[src/rtl/led_ctrl.sv]
// Memory-mapped LED/status controller: per-channel off/on/blink/PWM modes and a prescaler heartbeat.
// Optional PWM dimming (duty storage and comparator) is built only when LED_CTRL_PWM_EN is defined.
module led_ctrl #(
  parameter int          N_CH      = 8,
  parameter int          DIV_W     = 25,
  parameter int          PWM_W     = 4,
  parameter logic [15:0] BASE_ADDR = 16'hFFE0
) (
  input  logic             clk,
  input  logic             reset,
  input  logic             wen,
  input  logic [15:0]      waddr,
  input  logic [15:0]      wdata,
  input  logic             ren,
  input  logic [15:0]      raddr,
  output logic [15:0]      rdata,
  output logic [N_CH-1:0]  leds,
  output logic             status_led
);

  localparam int AW = (N_CH > 1) ? $clog2(N_CH) : 1;

  logic [1:0]       mode_q [N_CH];
  logic [3:0]       rate_q [N_CH];
`ifdef LED_CTRL_PWM_EN
  logic [PWM_W-1:0] duty_q [N_CH];
  logic [PWM_W-1:0] pcnt;
`endif
  logic [DIV_W-1:0] presc;

  logic [15:0]      woff, roff;
  logic             wr_hit, rd_in;
  logic [AW-1:0]    widx, ridx;
  logic [15:0]      rd_word;
  logic [N_CH-1:0]  leds_d;
  logic             unused_wdata;

  // Offsets wrap modulo 2^16, so addresses below BASE_ADDR land far out of range.
  assign woff   = waddr - BASE_ADDR;
  assign roff   = raddr - BASE_ADDR;
  assign wr_hit = wen && (woff < 16'(N_CH));
  assign rd_in  = roff < 16'(N_CH);
  assign widx   = woff[AW-1:0];
  assign ridx   = roff[AW-1:0];
  assign unused_wdata = ^{wdata[15:12], wdata[7:2], woff, roff};

  function automatic logic blink_bit(input logic [DIV_W-1:0] p, input logic [3:0] r);
    int               idx;
    logic [DIV_W-1:0] sh;
    idx = DIV_W - 1 - int'(r);
    if (idx < 0) idx = 0;
    sh = p >> idx;
    return sh[0];
  endfunction

  always_ff @(posedge clk or posedge reset) begin
    if (reset) begin
      for (int i = 0; i < N_CH; i++) begin
        mode_q[i] <= '0;
        rate_q[i] <= '0;
`ifdef LED_CTRL_PWM_EN
        duty_q[i] <= '0;
`endif
      end
    end else if (wr_hit) begin
      mode_q[widx] <= wdata[1:0];
      rate_q[widx] <= wdata[11:8];
`ifdef LED_CTRL_PWM_EN
      duty_q[widx] <= wdata[4 +: PWM_W];
`endif
    end
  end

  always_comb begin
    rd_word = '0;
    if (rd_in) begin
      rd_word[1:0]  = mode_q[ridx];
      rd_word[11:8] = rate_q[ridx];
`ifdef LED_CTRL_PWM_EN
      rd_word[4 +: PWM_W] = duty_q[ridx];
`endif
    end
  end

`ifdef LED_CTRL_PWM_EN
  assign pcnt = presc[PWM_W-1:0];
`endif

  always_comb begin
    leds_d = '0;
    for (int i = 0; i < N_CH; i++) begin
      case (mode_q[i])
        2'd0: leds_d[i] = 1'b0;
        2'd1: leds_d[i] = 1'b1;
        2'd2: leds_d[i] = blink_bit(presc, rate_q[i]);
`ifdef LED_CTRL_PWM_EN
        // Full-scale duty is forced on so the top code really means 100%.
        default: leds_d[i] = (duty_q[i] == '1) || (pcnt < duty_q[i]);
`else
        default: leds_d[i] = 1'b1;
`endif
      endcase
    end
  end

  always_ff @(posedge clk or posedge reset) begin
    if (reset) begin
      presc      <= '0;
      leds       <= '0;
      rdata      <= '0;
      status_led <= 1'b0;
    end else begin
      presc      <= presc + 1'b1;
      leds       <= leds_d;
      status_led <= presc[DIV_W-1];
      if (ren) rdata <= rd_word;
    end
  end

endmodule

[config.mk]
export PLATFORM = sky130hd
export DESIGN_NAME = led_ctrl
export DESIGN_NICKNAME = d
export VERILOG_FILES = /design/src/rtl/led_ctrl.sv
export SDC_FILE = /design/constraint.sdc
export NUM_CORES = 1
export LEC_CHECK = 0
export ABC_AREA = 1
export BUFFER_PORTS_ARGS = -buffer_cell sky130_fd_sc_hd__buf_2
export CAP_MARGIN = 20
export CORE_UTILIZATION = 40
export CTS_BUF_LIST = sky130_fd_sc_hd__clkbuf_4 sky130_fd_sc_hd__clkbuf_8
export DETAILED_ROUTE_END_ITERATION = 12
export PLACE_DENSITY = 0.69
export SYNTH_ARGS = -nofsm -noshare
export SYNTH_HDL_FRONTEND = slang
export SYNTH_SLANG_ARGS = --single-unit
[constraint.sdc]
create_clock -name clk -period 3.1 [get_ports clk]
set_input_delay 0.31 -clock clk [delete_from_list [all_inputs] [get_ports clk]]
set_output_delay 0.31 -clock clk [all_outputs]
set_load 0.02 [all_outputs]
# == Word level (Yosys, flattened, before mapping) ==
# Index checks and enable logic that the tools add are counted.
# op_classes
shifts,8
add_sub_neg,11
n_eq_ne,8
bitwise_logic,2
reduce_logical,10
magnitude_cmp,13
mux,38
# op_table
operator,count
2-to-1 mux 32 bit,16
right shift 25 x 32 -> 1 bit,8
< comparator 6 x 1 -> 1 bit (second input constant),8
subtractor 5 x 4 -> 6 bit (first input constant),8
bitwise mux 32 bit,1
< comparator 16 x 4 -> 1 bit (second input constant),2
subtractor 16 bit (second input constant),2
adder 25 x 1 -> 25 bit (second input constant),1
bitwise mux 16 bit,1
equality test 2 bit (second input constant),8
logical NOT 2 bit,8
2-to-1 mux 4 bit,4
one-hot mux 1 bit (2 select lines),8
binary-select mux 4 bit (select 3 bit),1
demux 4 bit (select 3 bit),1
greater-or-equal comparator 4 bit (second input constant),2
2-to-1 mux 2 bit,4
inverter 3 -> 4 bit,2
binary-select mux 2 bit (select 3 bit),1
demux 2 bit (select 3 bit),1
< comparator 4 x 1 -> 1 bit (second input constant),1
logical AND 1 bit,2
# word_totals
elab_cells,110
reg_bits,88
input_bits,52
out_inout_bits,25

# == Depth between registers and ports, before layout ==
# Gate-level depths: netlist of run 1.
# logic_depth
ltp_word,7
mapped_depth,13

# == Least setup slack after synthesis of run 1 ==
# Ideal clock, no wire load.
# synth_timing
path_kind,register to register
startpoint,reg rate_q[16] (netlist bit)
endpoint,reg leds[3]
stages_incl_launch_ff,12
arrival_ps,1709
period_less_slack_ps,1826
setup_slack_ps,1274
cell_sequence,dfrtp_1 clkbuf_1 inv_1 ha_1 clkbuf_1 inv_1 o211ai_1 nand3_1 nand3_1 nand3_1 nand3_1 nand2_1
# synth_between
elab_chain_cells,6
# synth_lines
item,line_no,source
"start, declared",24,logic [3:0] rate_q [N_CH];
"start signal, assigned by index",67,rate_q[widx] <= wdata[11:8];
subtractor 5 x 4 -> 6 bit *,50,idx = DIV_W - 1 - int'(r);
< comparator 6 x 1 -> 1 bit,51,if (idx < 0) idx = 0;
2-to-1 mux 32 bit *,51,
2-to-1 mux 32 bit *,92,case (mode_q[i])
right shift 25 x 32 -> 1 bit *,52,sh = p >> idx;
one-hot mux 1 bit (2 select lines) *,92,
via leds_d[3],35,logic [N_CH-1:0] leds_d;
"end signal, assigned",114,leds <= leds_d;
"end, declared",17,"output logic [N_CH-1:0] leds,"
# Mark *: on every way through the listed nets, which the timed path passes. The rest lies on a longest branch. The select of a mux whose other input is x is not followed.
# A chain may end at the register's enable or synchronous reset.

# == Worst setup path in the final report of run 1 ==
# layout_timing
startpoint,reg rate_q[28] (netlist bit)
endpoint,reg leds[0]
# The elaborated chain is that of the path after synthesis.

==> results of run 1 <==
[cells by family (layout without fill, tap and decap cells)]
family,Yosys count,count (layout),synth area share (%)
adders and majority gates,11,11,1.97
other,1,10,0.0537
AOI/OAI and AO/OA,200,200,15.7
buffers and inverters,233,258,13.7
xor gates and xnor gates,33,33,4.14
and+or+nand+nor,519,519,32.9
DFF,88,88,31.6
[synthesized netlist by cell type, types with 3 or more instances]
| master | count |
|---|---|
| nor2_2 | 4 |
| o211ai_1 | 31 |
| a21oi_1 | 75 |
| nor4_1 | 4 |
| xnor2_1 | 4 |
| nand3_1 | 149 |
| buf_4 | 12 |
| o21ai_0 | 82 |
| nor3_1 | 14 |
| nand2_1 | 251 |
| nand3_2 | 8 |
| nand4_1 | 11 |
| ha_1 | 11 |
| clkinv_1 | 8 |
| nor2_1 | 67 |
| inv_1 | 170 |
| o21ai_1 | 7 |
| nand3b_1 | 8 |
| clkbuf_1 | 27 |
| buf_2 | 9 |
| buf_6 | 3 |
| dfrtp_1 | 88 |
| xor2_1 | 29 |
[per-layer routing]
| layer | share of wire (%) | GRT usage [%] |
|---|---|---|
| met1 | 46 | 32.5 |
| met2 | 45 | 37.1 |
| met3 | 6.5 | 2.57 |
| met4 | 2.3 | 9.11 |
| met5 | 0 | 0 |
[final timing paths]
kind,start,end,slack [ns],cells past startpoint
hold reg to reg,rdata[10],rdata[10],0.49,2
hold / removal,ren,rdata[9],0.34,5
setup reg to reg,rate_q[28],leds[0],0.70,12
min in group asynchronous,reset,leds[3],0.52,3
setup / recovery,rate_q[28],leds[0],0.70,12
max in group asynchronous,reset,rate_q[9],1.91,4
[flip-flops by register name, indices dropped and copies added, names as in the netlist]
signal and count:
presc 25, status_led 1, rdata 6, mode_q 16, rate_q 32, leds 8
[area by class of cell]
| cell class | instances | share of cell area [%] |
|---|---|---|
| timing repair buffer | 64 | 4.71 |
| multi-input combinational | 773 | 51.1 |
| tap | 220 | 3.65 |
| sequential | 88 | 29.2 |
| clock buffer | 12 | 2.11 |
| inverter | 178 | 8.89 |
| clock inverter | 4 | 0.381 |
[power by group through the flow]
stage	combinational (W)	clock (W)	sequential, W
4_1_cts	0.000195	0.000805	0.00115
3_3_place_gp	0.000190	0	0.00117
2_1_floorplan	0.000119	0	0.00117
5_1_grt	0.000218	0.000837	0.00115
6_report	0.000195	0.000788	0.00115
3_5_place_dp	0.000193	0	0.00117
[worst min-delay path, cell delays in order]
cell	delay, ns
buf_2	0.14
o21ai_0	0.08
nor2_1	0.04
nand3_1	0.07
nand2_1	0.05
[per-stage QoR]
| step | worst slack, ns | hold slack [ns] |
|---|---|---|
| after floorplan | 0.511 | 0.433 |
| after global placement | 0.766 | 0.407 |
| after detailed placement | 0.745 | 0.412 |
| after CTS | 0.732 | 0.317 |
| after global routing | 0.465 | 0.372 |
| final | 0.701 | 0.338 |
==> run_results.csv, run 1 <==
group,metric,value,unit
run_status,status,"finished, final reports clean",
final_layout,final_nets,1177,
floorplan,coreArea,16800,sq um
drt,wl_per_cell,15.2,um
drt,antenna_left,0,
sta,rsz0062_at_grt,"false",
final_layout,layout-drive-gt1-share,8.49,%
place,hpwlAfterDp,14.8,mm
sta,slew_violations,0,
power_and_ir_drop,netSwitchingFraction,27.5,%
synth,ys_seq_area_share,31.6,%
critical_path,crit_path_end_kind,"flop",
critical_path,worst_setup_path_start_kind,"flop",
synth,ys_ff_latch,88,
synth,synth_top_area_share,31.6,%
synth,synth_enable_flop_cells,0,
clock_network,h-tree-depth,3,
drt,drtPass1Iterations,6,
clock_network,insertion_delay,0.38,ns
power_and_ir_drop,clock_power_share,37.0,%
synth,ys_async_sr_fraction,100,%
power_and_ir_drop,power,0.00213,W
synth,ys_warn_count,0,
critical_path,path_buf_inv,3,
global_route,grt_max_degree,49,
sta,relSlewSlack,35.5,%
critical_path,required,3.38,ns
clock_network,cts_root_buf,"clkbuf_8",
synth,yosys.cell_types.count,32,
clock_network,numCtsBuffers,9,
drt,drt_wl_total,20.4,mm
final_layout,finalInstanceArea,7540,sq um
final_layout,multi_input_area,3850,sq um
critical_path,crit_chain,"clkinv_1 > buf_4 > ha_1 > inv_1 > o211ai_1 > nand2_1 > nand2_1 > nand2_1 > nand2_1 > nand3_1 > nand3_1 > nand2_1",
critical_path,slowest_stage,"dfrtp_1",
critical_path,cp_max_fo,22,
global_route,grt_pass1_vias,6301,
final_layout,layout_commonest_cell,"nand2_1",
final_layout,num-fill-cells,1855,
critical_path,arrival,2.68,ns
final_layout,seqCellArea,2200,sq um
power_and_ir_drop,seqPwrFrac,53.9,%
floorplan,die_h,134,um
clock_network,clock_sinks,88,
clock_network,cts_hold_buf,1,
clock_network,cts.clk_slew.worst_paths,0.10,ns
place,gp_congestion,0.872,
power_and_ir_drop,p_sw,0.000586,W
drt,via_per_inst,5.33,
floorplan,initial_core_util,41.5,%
global_route,antenna_found_initial,0,
clock_network,clk_path_buf_depth,2,
global_route,grt_pass1_wl,32.6,mm
final_layout,diodes,0,
final_layout,stdcell_count,1339,
final_layout,layout_common_cells,"nand2_1 (251), inv_1 (169), nand3_1 (149), dfrtp_1 (88), o21ai_0 (82)",
sta,period_share,77.4,%
sta,tightest_slew,0.960,ns
sta,clock.fmax,417,MHz
power_and_ir_drop,power_leakage,3.85,nW
critical_path,crit_family,"flip-flops",
sta,setup-violations-final,0,
place,dp_cells,1322,
sta,hold_violations,0,
synth,synth_top_cell_by_area,"dfrtp_1",
drt,num_vias,7131,
clock_network,cts_tree,"yes",
power_and_ir_drop,p_int,0.00155,W
synth,synth_flop_cell,"dfrtp_1",
floorplan,fp-row-count,47,
floorplan,ioPinCount,77,
drt,first_iter_violations,593,
synth,synthCells,1085,
synth,synth.area.top_cells,"dfrtp_1 (32%), nand2_1 (14%), nand3_1 (11%), inv_1 (9.1%), o21ai_0 (5.9%)",
critical_path,crit_path_frequent_cell,"nand2_1",
critical_path,worstSetupPathType,"reg -> reg",
floorplan,die_area,18000,sq um
final_layout,synthToLayoutAreaGrowth,8.12,%
place,portBuffers,56,
synth,synthesis.area,6980,sq um
synth,syn_area_per_cell,6.43,sq um
hold_path,min_path_type,"in -> reg",
clock_network,post_cts_buffers,0,
critical_path,slowest_delay,0.75,ns
job,drv_cap,0,
sta,period_minus_slack,2.40,ns
global_route,overflow,0,
floorplan,die_w,134,um
power_and_ir_drop,comb_power_share,9.1,%
sta,fin_setup_tns,0,ns
drt,drcViolationCount,0,
power_and_ir_drop,irDropWorstVdd,0.174,mV
clock_network,cts.repair.resized,0,
place,place_area,7350,sq um
final_layout,final_util,44.9,%
power_and_ir_drop,power_density,283,nW/um^2
sta,finalClockSkew,0.0147,ns
global_route,grt_use_total,23.3,%
Power figures use the tool's default switching activity.
==> run 2: changes to the inputs <==
--- a/config.mk
+++ b/config.mk
@@ -5,13 +5,13 @@
 export SDC_FILE = /design/constraint.sdc
 export NUM_CORES = 1
 export LEC_CHECK = 0
-export ABC_AREA = 1
+export ABC_AREA = 0
 export BUFFER_PORTS_ARGS = -buffer_cell sky130_fd_sc_hd__buf_2
 export CAP_MARGIN = 20
 export CORE_UTILIZATION = 40
 export CTS_BUF_LIST = sky130_fd_sc_hd__clkbuf_4 sky130_fd_sc_hd__clkbuf_8
 export DETAILED_ROUTE_END_ITERATION = 12
-export PLACE_DENSITY = 0.69
+export PLACE_DENSITY = 0.7
 export SYNTH_ARGS = -nofsm -noshare
 export SYNTH_HDL_FRONTEND = slang
 export SYNTH_SLANG_ARGS = --single-unit
==> constraint.sdc (replaced) <==
create_clock -name clk -period 2.5 [get_ports clk]
set_input_delay 0.25 -clock clk [delete_from_list [all_inputs] [get_ports clk]]
set_output_delay 0.25 -clock clk [all_outputs]
set_load 0.02 [all_outputs]
==> run 2 against run 1 <==
Global-route usage is 2.4 points lower; non-clock buffer count rose by 10; power up 23%; maximum frequency rose by 3.5%; largest power group unchanged; wire length decreased by 23%; design area down 10%; worst hold slack worse by 0.33 ns; critical endpoint unchanged; sequential share of layout area grew 3.2 points.
==> run_results.csv, run 2 <==
group,metric,value,unit
run_status,status,"finished, final reports clean",
critical_path,cp_max_fo,6,
final_layout,multi_input_area,3600,sq um
final_layout,synthToLayoutAreaGrowth,10.7,%
final_layout,diodes,0,
final_layout,final_nets,661,
drt,wl_per_cell,20.0,um
hold_path,min_path_type,"in -> async",
power_and_ir_drop,power_density,386,nW/um^2
sta,setup-violations-final,0,
job,drv_cap,0,
floorplan,die_w,126,um
clock_network,cts_root_buf,"clkbuf_8",
synth,synth_common_cells,"dfrtp_1 (88), mux2_2 (49), mux4_2 (43)",
sta,holdWs,0.00468,ns
clock_network,cts.clk_slew.worst_paths,0.09,ns
clock_network,cts_hold_buf,0,
sta,clock.fmax,432,MHz
sta,period_share,92.7,%
clock_network,clock_sinks,88,
sta,period_minus_slack,2.32,ns
power_and_ir_drop,clock_power_share,39.6,%
sta,finalWorstSetupSlack,0.183,ns
global_route,grt_pass1_vias,4865,
power_and_ir_drop,seqPwrFrac,54.3,%
final_layout,layout_common_cells,"dfrtp_1 (88), buf_2 (56), mux2_2 (49), mux4_2 (43), inv_1 (33)",
power_and_ir_drop,p_int,0.00197,W
clock_network,insertion_delay,0.38,ns
global_route,grt_pass1_wl,25.6,mm
sta,finalClockSkew,0.0112,ns
place,place_area,6590,sq um
final_layout,largest_reg_flops,32,
floorplan,coreArea,14800,sq um
synth,synth_flop_cell,"dfrtp_1",
place,gp_congestion,0.887,
synth,yosys.cell_types.count,50,
drt,drcViolationCount,0,
power_and_ir_drop,p_sw,0.000648,W
synth,ys_warn_count,0,
synth,synth.most_common_cell,"dfrtp_1",
power_and_ir_drop,irDropWorstVdd,0.215,mV
place,portBuffers,56,
global_route,grt_use_total,20.9,%
sta,tightest_slew,0.792,ns
drt,drt_wl_total,15.8,mm
floorplan,fp-row-count,44,
synth,ys_async_sr_fraction,100,%
final_layout,seqCellArea,2200,sq um
critical_path,crit_path_end_kind,"flop",
clock_network,clk_path_buf_depth,2,
sta,rsz0062_at_grt,"false",
power_and_ir_drop,comb_power_share,6.1,%
global_route,antenna_found_initial,0,
final_layout,layout-drive-gt1-share,32.7,%
final_layout,finalInstanceArea,6790,sq um
synth,synth_top_area_share,35.9,%
clock_network,post_cts_buffers,0,
drt,drtPass1Iterations,5,
final_layout,stdcell_count,787,
sta,slew_violations,0,
global_route,overflow,0,
floorplan,ioPinCount,77,
synth,synth.area.top_cells,"dfrtp_1 (36%), mux4_2 (16%), mux2_2 (9.0%), mux2i_1 (4.1%), xnor2_1 (3.3%)",
final_layout,layout_commonest_cell,"dfrtp_1",
synth,synth_top_cell_by_area,"dfrtp_1",
floorplan,die_area,15800,sq um
final_layout,top_regs,"rate_q (32), presc (25), mode_q (16)",
critical_path,worst_setup_path_start_kind,"flop",
synth,synth_enable_flop_cells,0,
drt,via_per_inst,6.08,
synth,synthesis.area,6130,sq um
clock_network,h-tree-depth,3,
power_and_ir_drop,power_leakage,2.94,nW
critical_path,arrival,2.59,ns
place,dpl_worst_slack,0.0273,ns
sta,relSlewSlack,47.1,%
floorplan,initial_core_util,41.6,%
final_layout,num-fill-cells,1335,
sta,hold_violations,0,
clock_network,cts.repair.resized,0,
synth,ys_ff_latch,88,
clock_network,numCtsBuffers,9,
place,dp_cells,771,
place,hpwlAfterDp,11.3,mm
drt,antenna_left,0,
power_and_ir_drop,netSwitchingFraction,24.7,%
drt,num_vias,4783,
clock_network,cts_tree,"yes",
final_layout,top_register,"rate_q",
synth,synthCells,557,
critical_path,required,2.77,ns
floorplan,die_h,126,um
synth,ys_seq_area_share,35.9,%
final_layout,final_util,46.0,%
critical_path,worstSetupPathType,"reg -> reg",
drt,first_iter_violations,413,
synth,syn_area_per_cell,11.0,sq um
global_route,grt_max_degree,55,
[run 2: stage by stage]
stage	TNS, ns	total power (W)
final	0	0.00262
after global routing	0	0.00272
after CTS	0	0.00265
after detailed placement	0	0.00161
after global placement	0	0.00161
after floorplan	-0.0151	0.00154
[run 2: final cells by class]
class | instances | share of cell area [%]
clock buffer | 11 | 2.14
sequential | 88 | 32.4
tap | 184 | 3.39
clock inverter | 5 | 0.829
multi-input combinational | 391 | 53.0
timing repair buffer | 74 | 6.30
inverter | 34 | 1.93
[run 2: worst max-delay path, cell delays in order, from the launching register on]
cell	delay, ns
dfrtp_1	0.45
inv_1	0.07
ha_1	0.33
mux4_2	0.52
nor2b_1	0.15
nor4b_1	0.31
a31oi_1	0.11
a41o_1	0.26
[run 2: power by group through the flow]
stage / Clock, W / Combinational (W) / Sequential [W]
after global placement: 0 / 0.000155 / 0.00145
after global routing: 0.00112 / 0.000177 / 0.00142
after detailed placement: 0 / 0.000161 / 0.00145
final: 0.00104 / 0.000159 / 0.00142
after CTS: 0.00106 / 0.000162 / 0.00142
after floorplan: 0 / 0.0000928 / 0.00145
[run 2: final timing paths]
path	startpoint	endpoint	slack, ns	cells after the start
setup / recovery	rate_q[29]	leds[0]	0.18	7
hold / removal	reset	rate_q[26]	0.005	2
setup reg to reg	rate_q[29]	leds[0]	0.18	7
hold reg to reg	mode_q[10]	leds[2]	0.52	1
max in group asynchronous	reset	mode_q[5]	1.77	3
min in group clk	ren	rdata[10]	0.16	2
[run 2: logic make-up (layout without fill, tap and decap cells)]
group | Yosys count | count (layout) | share of synthesized area, %
flops | 88 | 88 | 35.9
simple gates | 136 | 136 | 12.5
xor+xnor | 34 | 34 | 4.85
buf+inv | 87 | 124 | 5.96
fa+ha+maj | 11 | 11 | 2.24
compound gates | 83 | 83 | 9.65
mux | 117 | 117 | 28.9
other cells | 1 | 10 | 0.0611
[run 2: layer usage]
| metal | up-vias | GRT usage [%] | routed length (um) |
|---|---|---|---|
| met4 | 0 | 8.08 | 426 |
| li1 | 2128 | - | - |
| met3 | 39 | 4.80 | 1130 |
| met5 | - | 0 | 0 |
| met1 | 2397 | 27.0 | 6680 |
| met2 | 219 | 34.4 | 7530 |
